<file path="config.mk">
export PLATFORM = sky130hd
export DESIGN_NAME = reg_read_arbiter
export DESIGN_NICKNAME = d
export VERILOG_FILES = /design/src/rtl/reg_read_arbiter.sv
export SDC_FILE = /design/constraint.sdc
export NUM_CORES = 1
export LEC_CHECK = 0
export ABC_CLOCK_PERIOD_IN_PS = 1700
export BUFFER_PORTS_ARGS = -buffer_cell sky130_fd_sc_hd__buf_4
export CAP_MARGIN = 10
export CORE_MARGIN = 4
export CORE_UTILIZATION = 42
export CTS_BUF_LIST = sky130_fd_sc_hd__clkbuf_4 sky130_fd_sc_hd__clkbuf_8
export DETAILED_ROUTE_END_ITERATION = 6
export PLACE_DENSITY = 0.76
export SLEW_MARGIN = 20
export SYNTH_ARGS = -nofsm -noshare
export SYNTH_HDL_FRONTEND = slang
export SYNTH_SLANG_ARGS = --single-unit
</file>
<file path="constraint.sdc">
create_clock -name clk -period 1.7 [get_ports clk]
set_input_delay 0.085 -clock clk [delete_from_list [all_inputs] [get_ports clk]]
set_output_delay 0.085 -clock clk [all_outputs]
set_load 0.005 [all_outputs]
</file>
<file path="src/rtl/reg_read_arbiter.sv">
// Round-robin arbiter in front of the shared 4:1 register-select mux.
// Grants one of four requesters, steers the mux, captures the selected word
// one cycle later and presents it on a valid/ready port tagged with its source.
//
// Ports:
//   clk        rising-edge clock
//   rst        synchronous active-high reset
//   req        per-requester read request
//   mux_q      combinational mux output (sampled only in SELECT)
//   mux_sel    registered mux select
//   grant      one-hot grant, zero when no transfer is active
//   out_data   captured register word
//   out_src    index of the requester that owns out_data
//   out_valid  out_data/out_src valid
//   out_ready  consumer accept
//   busy       transfer in progress (SELECT or VALID)
module reg_read_arbiter #(
  parameter int unsigned WIDTH = 46
) (
  input  logic             clk,
  input  logic             rst,
  input  logic [3:0]       req,
  input  logic [WIDTH-1:0] mux_q,
  output logic [1:0]       mux_sel,
  output logic [3:0]       grant,
  output logic [WIDTH-1:0] out_data,
  output logic [1:0]       out_src,
  output logic             out_valid,
  input  logic             out_ready,
  output logic             busy
);

  typedef enum logic [1:0] {StIdle, StSelect, StValid} state_e;

  state_e           state_q, state_d;
  logic [1:0]       last_q, last_d;
  logic [1:0]       mux_sel_q, mux_sel_d;
  logic [3:0]       grant_q, grant_d;
  logic [WIDTH-1:0] out_data_q, out_data_d;
  logic [1:0]       out_src_q, out_src_d;
  logic             out_valid_q, out_valid_d;

  logic [1:0]       arb_base;
  logic [1:0]       cand;
  logic [1:0]       winner;
  logic             any_req;

  assign any_req = |req;

  // During the handshake the source being served becomes the new "last",
  // so arbitrate against it directly instead of waiting for last_q to update.
  assign arb_base = (state_q == StValid) ? out_src_q : last_q;

  // Walk from lowest priority (arb_base itself) to highest (arb_base+1);
  // later hits overwrite earlier ones, so the highest-priority requester wins.
  always_comb begin
    winner = arb_base;
    cand   = arb_base;
    for (int k = 4; k >= 1; k--) begin
      cand = arb_base + 2'(k);
      if (req[cand]) winner = cand;
    end
  end

  always_comb begin
    state_d     = state_q;
    last_d      = last_q;
    mux_sel_d   = mux_sel_q;
    grant_d     = grant_q;
    out_data_d  = out_data_q;
    out_src_d   = out_src_q;
    out_valid_d = out_valid_q;
    unique case (state_q)
      StIdle: begin
        if (any_req) begin
          mux_sel_d = winner;
          grant_d   = 4'b0001 << winner;
          out_src_d = winner;
          state_d   = StSelect;
        end
      end
      StSelect: begin
        // mux_sel has been stable for a full cycle; capture the settled word.
        out_data_d  = mux_q;
        out_valid_d = 1'b1;
        state_d     = StValid;
      end
      StValid: begin
        if (out_valid_q && out_ready) begin
          last_d      = out_src_q;
          out_valid_d = 1'b0;
          if (any_req) begin
            mux_sel_d = winner;
            grant_d   = 4'b0001 << winner;
            out_src_d = winner;
            state_d   = StSelect;
          end else begin
            grant_d = 4'b0000;
            state_d = StIdle;
          end
        end
      end
      default: state_d = StIdle;
    endcase
  end

  always_ff @(posedge clk) begin
    if (rst) begin
      state_q     <= StIdle;
      last_q      <= 2'd3;
      mux_sel_q   <= 2'd0;
      grant_q     <= 4'b0000;
      out_data_q  <= '0;
      out_src_q   <= 2'd0;
      out_valid_q <= 1'b0;
    end else begin
      state_q     <= state_d;
      last_q      <= last_d;
      mux_sel_q   <= mux_sel_d;
      grant_q     <= grant_d;
      out_data_q  <= out_data_d;
      out_src_q   <= out_src_d;
      out_valid_q <= out_valid_d;
    end
  end

  assign mux_sel   = mux_sel_q;
  assign grant     = grant_q;
  assign out_data  = out_data_q;
  assign out_src   = out_src_q;
  assign out_valid = out_valid_q;
  assign busy      = (state_q != StIdle);

endmodule

</file>
; ---- After elaboration in Yosys (flattened, before gate mapping)
; Cells that the tools add are included.
[classes]
n_addsub = 3
mul = 0
div_mod_pow = 0
n_lt_le_gt_ge = 3
n_eq_ne = 4
shifts = 1
n_mux = 26
bitwise_logic = 0
n_reduce_logical = 11
[ops]
columns = op, count
row1 = $mux 2, 10
row2 = $mux 4, 3
row3 = $lt 2x3->1 const B, 3
row4 = $pmux 2 s2, 2
row5 = $pmux 4 s2, 1
row6 = $reduce_and 2->1, 4
row7 = $bmux 1 s2, 3
row8 = $pmux 2 s3, 1
row9 = $reduce_bool 2->1, 3
row10 = $mux 1, 5
row11 = $add 2x2->2 const B, 2
row12 = $reduce_or 4->1, 1
row13 = $shl 1x2->4 const A, 1
row14 = $reduce_and 3->1, 1
row15 = $add 2x1->2 const B, 1
row16 = $eq 2x1->1 const B, 1
row17 = $eq 2x2->1 const B, 1
row18 = $logic_not 2->1, 1
row19 = $ne 2x1->1 const B, 1
row20 = $ne 2x2->1 const B, 1
row21 = $pmux 1 s2, 1
row22 = $logic_and 1x1->1, 1
[word_totals]
ff_bits = 59
latchBits = 0
mem_bits_rw = 0
mem_bits_ro = 0
out_inout_bits = 56
word_cells = 55
n_memories = 0

; ---- Depth between registers and ports, before layout
; Gate-level depths: netlist of the first run.
[depth]
ltp_word = 12
ltp_mapped = 7
mapped_depth_nobuf = 5

; ---- Least setup slack after synthesis of the first run
; No wires, ideal clock.
[synth_path]
path_kind = flip-flop to flip-flop
startpoint = register state_q[1]
endpoint = register grant_q[2], in the netlist grant[2]
setup_time_ns = 0.096
arrival_ns = 1.604
path_slack_ns = 0.001
stages_incl_launch_ff = 7
path_buffers = 1
cell_sequence = dfxtp_1 > nor2b_1 > buf_6 > mux2_2 > a32oi_1 > o21ai_1 > o41ai_2
[synth_between]
elab_chain_cells = 12
[synth_rtl]
columns = item, line
row1 = from (decl), 35  ; state_e state_q, state_d;
row2 = from (signal assigned), 109  ; state_q <= StIdle;
row3 = from (signal assigned), 117  ; state_q <= state_d;
row4 = $eq 2x2->1, "52, 73"
row5 = $mux 2, 52  ; assign arb_base = (state_q == StValid) ? out_src_q : last_q;
row6 = $add 2x2->2, 60  ; cand = arb_base + 2'(k);
row7 = $bmux 1 s2, 61  ; if (req[cand]) winner = cand;
row8 = $mux 1 (not written as such), 61
row9 = $mux 2 (3 in a row), 61
row10 = $shl 1x2->4, "77, 94"
row11 = $mux 4, 92  ; if (any_req) begin
row12 = $mux 4, 89  ; if (out_valid_q && out_ready) begin
row13 = $pmux 4 s2, 73  ; unique case (state_q)
row14 = to (signal assigned), 120  ; grant_q <= grant_d;
row15 = to (decl), 38  ; logic [3:0] grant_q, grant_d;
; Parallel ways exist; a longest one is shown, timed or not. The select of a mux whose other input is x is not followed.
; A chain may end at the register's enable or synchronous reset.

; ---- Worst setup path after layout of the first run
[layout_path]
startpoint = register state_q[1]
endpoint = register mux_sel_q[1], in the netlist mux_sel[1]
[layout_between]
elab_chain_cells = 11
[layout_rtl]
columns = item, line
row1 = $eq 2x2->1, "52, 73"
row2 = $mux 2, 52
row3 = $add 2x2->2, 60
row4 = $bmux 1 s2, 61
row5 = $mux 1 (not written as such), 61
row6 = $mux 2 (3 in a row), 61
row7 = $mux 2, "75, 92"
row8 = $mux 2, 89
row9 = $pmux 2 s2, 73
row10 = to (signal assigned), 119  ; mux_sel_q <= mux_sel_d;
row11 = to (decl), 37  ; logic [1:0] mux_sel_q, mux_sel_d;
; Parallel ways exist; a longest one is shown, timed or not. The select of a mux whose other input is x is not followed.

==> impl_metrics.csv, run 1 <==
group,metric,value,unit
run_status,status,"complete, but fails checks",
run_status,violations,"negative hold slack, negative setup slack",
clocking,cts_tree,"done",
detailed_routing,highest_layer,"met4",
timing,period_needed,1.78,ns
timing,fin_crit_sh,105,%
detailed_routing,firstDrtPassIters,4,
global_route,grt_pass1_wl,9740,µm
clocking,root_buffer,"clkbuf_8",
place,dpl.hpwl,4090,µm
worst_setup_path,startpoint,"state_q[1]$_SDFFE_PP0P_",
floorplan,die-area,0.00639,mm²
timing,rsz0062_at_grt,"true",
synth,mappedNetlistArea,0.00217,mm²
layout,num_antenna_cells,0,
worst_setup_path,worst-path-max-fanout,7,
clocking,clock_sinks,57,
worst_hold_path,hold_path.class,"in -> reg",
global_route,grt_start_max_net_pins,30,
layout,stdcell_area,0.00341,mm²
worst_setup_path,endpoint_kind,"register",
clocking,cts_max_level,3,
timing,fin_ws,-0.0824,ns
synth,syn_nets,318,
layout,syn_to_final_growth,56.9,%
global_route,antenna_found_initial,0,
place,place_inst,432,
floorplan,die_y,79.9,µm
synth,syn_area_per_cell,8.20,µm²
layout,layout-drive-gt1-share,39.4,%
timing,hold_viol,1,
synth,yosys-top-cells-area,"dfxtp_1 53%, nand2_1 17%, a21oi_1 11%, clkbuf_1 2.4%, o41ai_2 1.5%",
clocking,cts_buffers,9,
clocking,path_clk_slew,0.07,ns
power,p_leak,1.52,nW
timing,setup_viol,6,
layout,layout.nets,441,
worst_setup_path,cp.required,1.90,ns
synth,ys_ff_latch,57,
timing,fin_hold_ws,-0.000556,ns
clocking,clockBufferDepth,2,
detailed_routing,drt_iter0_drc,94,
worst_setup_path,critical_path_class,"reg -> reg",
power,total_power,3.43,mW
detailed_routing,via_per_inst,4.88,
detailed_routing,ant_nets,0,
global_route,grt_pass1_vias,2134,
place,gp_congestion,0.781,
timing,worstMarginPinSlew,0.337,ns
detailed_routing,dr_wl_met3,586,µm
worst_setup_path,cp-start-kind,"register",
place,portBuffers,108,
timing,maxSlewViolCount,0,
global_route,grt_usage,19.3,%
worst_hold_path,hold_path.startpoint,"mux_q[24]",
worst_setup_path,worst_ep_arrival_time,1.98,ns
floorplan,core-area,0.00488,mm²
synth,yosysUniqueCellTypes,32,
floorplan,pin_count,109,
synth,synth_top_cell_area_share,52.5,%
power,vdd_drop_max,0.642,mV
run,drv_cap,0,
global_route,grt-ovfl-total,0,
timing,slew_headroom,77.5,%
floorplan,row_count,25,
timing,setup-tns-final,-0.294,ns
detailed_routing,drc_errors,0,
detailed_routing,met1Wirelength,2630,µm
layout,final_util,69.9,%
synth,synth_area_leader_cell,"dfxtp_1",
clocking,clk_latency,0.33,ns
timing,fin_skew,0.00871,ns
detailed_routing,post_drt_wl_per_cell,13.5,µm
power,pwr_density_cell,1010,mW/mm²
floorplan,start_util,44.5,%
floorplan,die_x,79.9,µm
worst_setup_path,worstReg2RegStart,"state_q[1]$_SDFFE_PP0P_",
timing,max_freq,561,MHz
layout,fin_cells,458,
detailed_routing,wl_met2,2880,µm
detailed_routing,vias,2234,
detailed_routing,finalWirelength,6200,µm
synth,seq_area_frac_synth,52.5,%
synth,netlist_instances,265,
place,placed_area,0.00307,mm²
synth,yosysWarnings,0,
[where the power goes]
group          switching, mW  total [mW]  internal (mW)
clock network          0.513        1.10          0.586
registers             0.0707        1.53           1.46
logic                  0.374       0.802          0.427
total                  0.958        3.43           2.47
[worst paths after layout]
kind | endpoint | slack [ns] | cells past startpoint
min | out_data[24]$_SDFFE_PP0P_ | -0.0006 | 3
min reg2reg | out_data[24]$_SDFFE_PP0P_ | 0.45 | 2
max reg2reg | mux_sel[1]$_SDFFE_PP0P_ | -0.08 | 8
max | mux_sel[1]$_SDFFE_PP0P_ | -0.08 | 8
[repair_timing]
| item | 4_1_cts | 5_1_grt |
|---|---|---|
| setup buffers | 2 | 2 |
| gates resized for setup | 11 | 4 |
| setup endpoints to repair | 4 | 6 |
| endpoints found under the hold margin | 6 | 3 |
| hold buffers | 6 | 3 |
| pin swaps | 7 | 4 |
[metrics by stage]
stage	setup WS, ns	hold slack (ns)
global placement	-0.0419	0.332
CTS	-0.0310	0.000236
detailed placement	-0.0942	0.342
finish	-0.0824	-0.000556
global route	-0.160	0.00147
floorplan	0.000634	0.221
[cell usage after synthesis, drive strengths merged]
library cell	n
a211o	3
a211oi	3
a21oi	48
a32o	2
a32oi	2
and2b	1
and3	2
buf	6
clkbuf	14
dfxtp	57
inv	1
mux2	2
mux2i	3
nand2	99
nand2b	2
nand3b	1
nor2	7
nor2b	3
nor3	1
o211ai	1
o21a	1
o21ai	2
o32ai	1
o41ai	2
or3b	1
[critical path, cell delays in order, from the launching register on]
cell and delay, ns:
dfxtp_2 0.32, nor2b_4 0.28, mux2i_4 0.38, buf_4 0.17, buf_6 0.08, a32oi_2 0.05
buf_4 0.16, o211ai_1 0.12, a21oi_1 0.09
[logic make-up (layout without fill, tap and decap cells)]
family / Yosys count / after routing / synth area share (%)
and+or+nand+nor: 117 / 117 / 21.6
AOI/OAI and AO/OA: 65 / 65 / 18.5
muxes: 5 / 5 / 2.99
DFF: 57 / 57 / 52.5
buffers and inverters: 21 / 147 / 4.37
[flip-flops by register name (all words and copies together), names as in the netlist]
register	flops
mux_sel	2
grant	4
last_q	2
state_q	2
out_data	46
out_valid	1
[placed cells by master (no fill, tap or decap), types with 2 or more instances in the layout]
cell type        n
o41ai_2          2
clkbuf_8        11
nor2_1           7
nor2b_1          2
o21ai_2          2
dlygate4sd3_1    9
a211oi_1         2
a32o_1           2
mux2i_2          2
a211o_1          3
a32oi_2          2
buf_6            2
buf_4          121
a21oi_1         48
clkinv_2         2
dfxtp_1         56
nand2_1         99
mux2_4           2
[area by class of cell]
| class | count | area [µm²] |
|---|---|---|
| fillers | 426 | 1470 |
| flip-flops and latches | 57 | 1140 |
| repair buffers | 132 | 1020 |
| multi-input cells | 187 | 990 |
| clock buffers | 11 | 151 |
| well taps | 67 | 83.8 |
| clock inverters | 3 | 17.5 |
| inverters | 1 | 3.75 |
[per-layer routing]
layer / GRT usage, % / vias to the layer above
li1: - / 1124
met1: 23.7 / 1001
met2: 30.8 / 98
met3: 7.22 / 11
met4: 6.93 / 0
met5: 0 / -
Power figures use the tool's default switching activity.
==> inputs of run 2 (changes only) <==
--- a/config.mk
+++ b/config.mk
@@ -9,10 +9,10 @@
 export BUFFER_PORTS_ARGS = -buffer_cell sky130_fd_sc_hd__buf_4
 export CAP_MARGIN = 10
 export CORE_MARGIN = 4
-export CORE_UTILIZATION = 42
-export CTS_BUF_LIST = sky130_fd_sc_hd__clkbuf_4 sky130_fd_sc_hd__clkbuf_8
+export CORE_UTILIZATION = 41
+export CTS_BUF_LIST = sky130_fd_sc_hd__clkbuf_16
 export DETAILED_ROUTE_END_ITERATION = 6
-export PLACE_DENSITY = 0.76
+export PLACE_DENSITY = 0.75
 export SLEW_MARGIN = 20
 export SYNTH_ARGS = -nofsm -noshare
 export SYNTH_HDL_FRONTEND = slang
==> impl_metrics.csv, run 2 (synthesis gave the netlist of run 1 again) <==
group,metric,value,unit
run_status,violations,"negative setup slack",
timing,max_freq,585,MHz
global_route,grt-ovfl-total,0,
detailed_routing,finalWirelength,5810,µm
place,gp_congestion,0.812,
global_route,met1_usage,21.6,%
clocking,cts_buffers,9,
global_route,grt_usage,18.1,%
worst_setup_path,endpoint_kind,"register",
power,p_clk_share,39.4,%
layout,layout_common_cells,"122 x buf_4, 99 x nand2_1, 56 x dfxtp_1, 48 x a21oi_1, 9 x clkbuf_16",
clocking,path_clk_slew,0.05,ns
floorplan,pin_count,109,
timing,fin_crit_sh,101,%
timing,worstMarginPinSlew,0.324,ns
layout,layout.nets,432,
worst_setup_path,cp-start-kind,"register",
layout,syn_to_final_growth,56.8,%
worst_setup_path,critical_path_class,"reg -> reg",
layout,final_common_cell,"buf_4",
run_status,status,"complete, but fails checks",
worst_setup_path,cp.required,1.91,ns
power,seq_power_share,40.4,%
power,intPower,2.82,mW
timing,fin_ws,-0.0106,ns
timing,hold_viol,0,
place,dpl.hpwl,4020,µm
detailed_routing,drt_iter0_drc,80,
layout,num-fill-cells,439,
clocking,cts_max_level,3,
layout,layout-drive-gt1-share,39.1,%
detailed_routing,via_per_inst,4.78,
worst_setup_path,worst-path-max-fanout,7,
power,p_leak,1.52,nW
detailed_routing,drc_errors,0,
place,portBuffers,108,
detailed_routing,vias,2172,
floorplan,row_count,26,
worst_setup_path,worst_ep_arrival_time,1.92,ns
clocking,cts_hold_buffers,0,
global_route,busiest_layer,"met2",
run,drv_cap,0,
global_route,grt_pass1_vias,2024,
floorplan,core-area,0.00511,mm²
timing,rsz0062_at_grt,"true",
clocking,cts_tree,"done",
timing,fin_skew,0.00581,ns
floorplan,start_util,42.6,%
timing,setup_viol,2,
clocking,clockBufferDepth,2,
power,total_power,3.80,mW
layout,num_antenna_cells,0,
worst_hold_path,hold_path.class,"in -> reg",
clocking,clock_sinks,57,
place,pre_cts_slack,-0.130,ns
worst_hold_path,hold_path.startpoint,"mux_q[7]",
detailed_routing,ant_nets,0,
timing,maxSlewViolCount,0,
floorplan,die_y,80.8,µm
timing,period_needed,1.71,ns
power,vdd_drop_max,0.763,mV
layout,multi_input_area,993,µm²
floorplan,die-area,0.00653,mm²
clocking,clk_latency,0.31,ns
global_route,grt_start_max_net_pins,30,
global_route,met3_usage,6.98,%
clocking,root_buffer,"clkbuf_16",
global_route,grt_pass1_wl,9160,µm
power,p_sw_share,25.8,%
timing,slew_headroom,78.3,%
power,pwr_density_cell,1120,mW/mm²
layout,regArea,0.00114,mm²
worst_setup_path,worstReg2RegStart,"state_q[1]$_SDFFE_PP0P_",
detailed_routing,post_drt_wl_per_cell,12.8,µm
layout,largest_register_ffs,46,
global_route,antenna_found_initial,0,
power,power_frac_comb,20.2,%
floorplan,die_x,80.8,µm
worst_setup_path,startpoint,"state_q[1]$_SDFFE_PP0P_",
detailed_routing,firstDrtPassIters,4,
power,netSwitchingPower,0.982,mW
global_route,grtUsageMet2,29.1,%
## run 2: power by group through the flow
stage,clock network (mW),logic (mW),registers (mW)
finish,1.50,0.768,1.54
global route,1.59,0.854,1.55
CTS,1.53,0.770,1.53
detailed placement,0,0.736,1.56
global placement,0,0.725,1.55
floorplan,0,0.342,1.56
## run 2: worst paths after layout
path | to | slack [ns] | cells after the start
setup / recovery | grant[0]$_SDFFE_PP0P_ | -0.01 | 6
hold / removal | out_data[7]$_SDFFE_PP0P_ | 0.02 | 3
setup reg to reg | grant[0]$_SDFFE_PP0P_ | -0.01 | 6
hold reg to reg | out_data[10]$_SDFFE_PP0P_ | 0.45 | 2
## run 2: layer usage
metal  up-vias  part of all wire [%]
met5         -                     0
met4         0                   1.3
met3        12                    10
met2        84                    47
met1       970                    42
li1       1106                     -
## run 2: stage by stage
step	area (µm²)	instances	utilization [%]	setup TNS, ns	hold slack [ns]
floorplan	2170	265	-	0	0.221
global placement	3070	435	60.2	-0.183	0.332
detailed placement	3070	435	60.2	-0.388	0.342
CTS	3390	453	66.4	-0.0840	0.0109
global route	3410	454	66.7	-0.365	0.0124
finish	3410	454	66.7	-0.0154	0.0198
## run 2: layout make-up
| class | instances | share of cell area, % |
|---|---|---|
| Sequential cell | 57 | 33.5 |
| Multi-Input combinational cell | 187 | 29.1 |
| Inverter | 1 | 0.110 |
| Clock inverter | 7 | 0.844 |
| Tap cell | 70 | 2.57 |
| Timing Repair Buffer | 123 | 27.2 |
| Clock buffer | 9 | 6.61 |
## run 2: worst max-delay path, cell delays in order, from the launching register on
cell and delay (ns):
dfxtp_2 0.32, nor2b_4 0.13, buf_6 0.15, mux2i_4 0.30, mux2i_2 0.31, a211oi_2 0.13, a32o_1 0.26
## run 2: timing repair
item / in CTS / in global routing
resized for setup: 10 / 3
setup buffers: 2 / 1
pin swaps: 9 / 7
endpoints found under the setup margin: 4 / 6
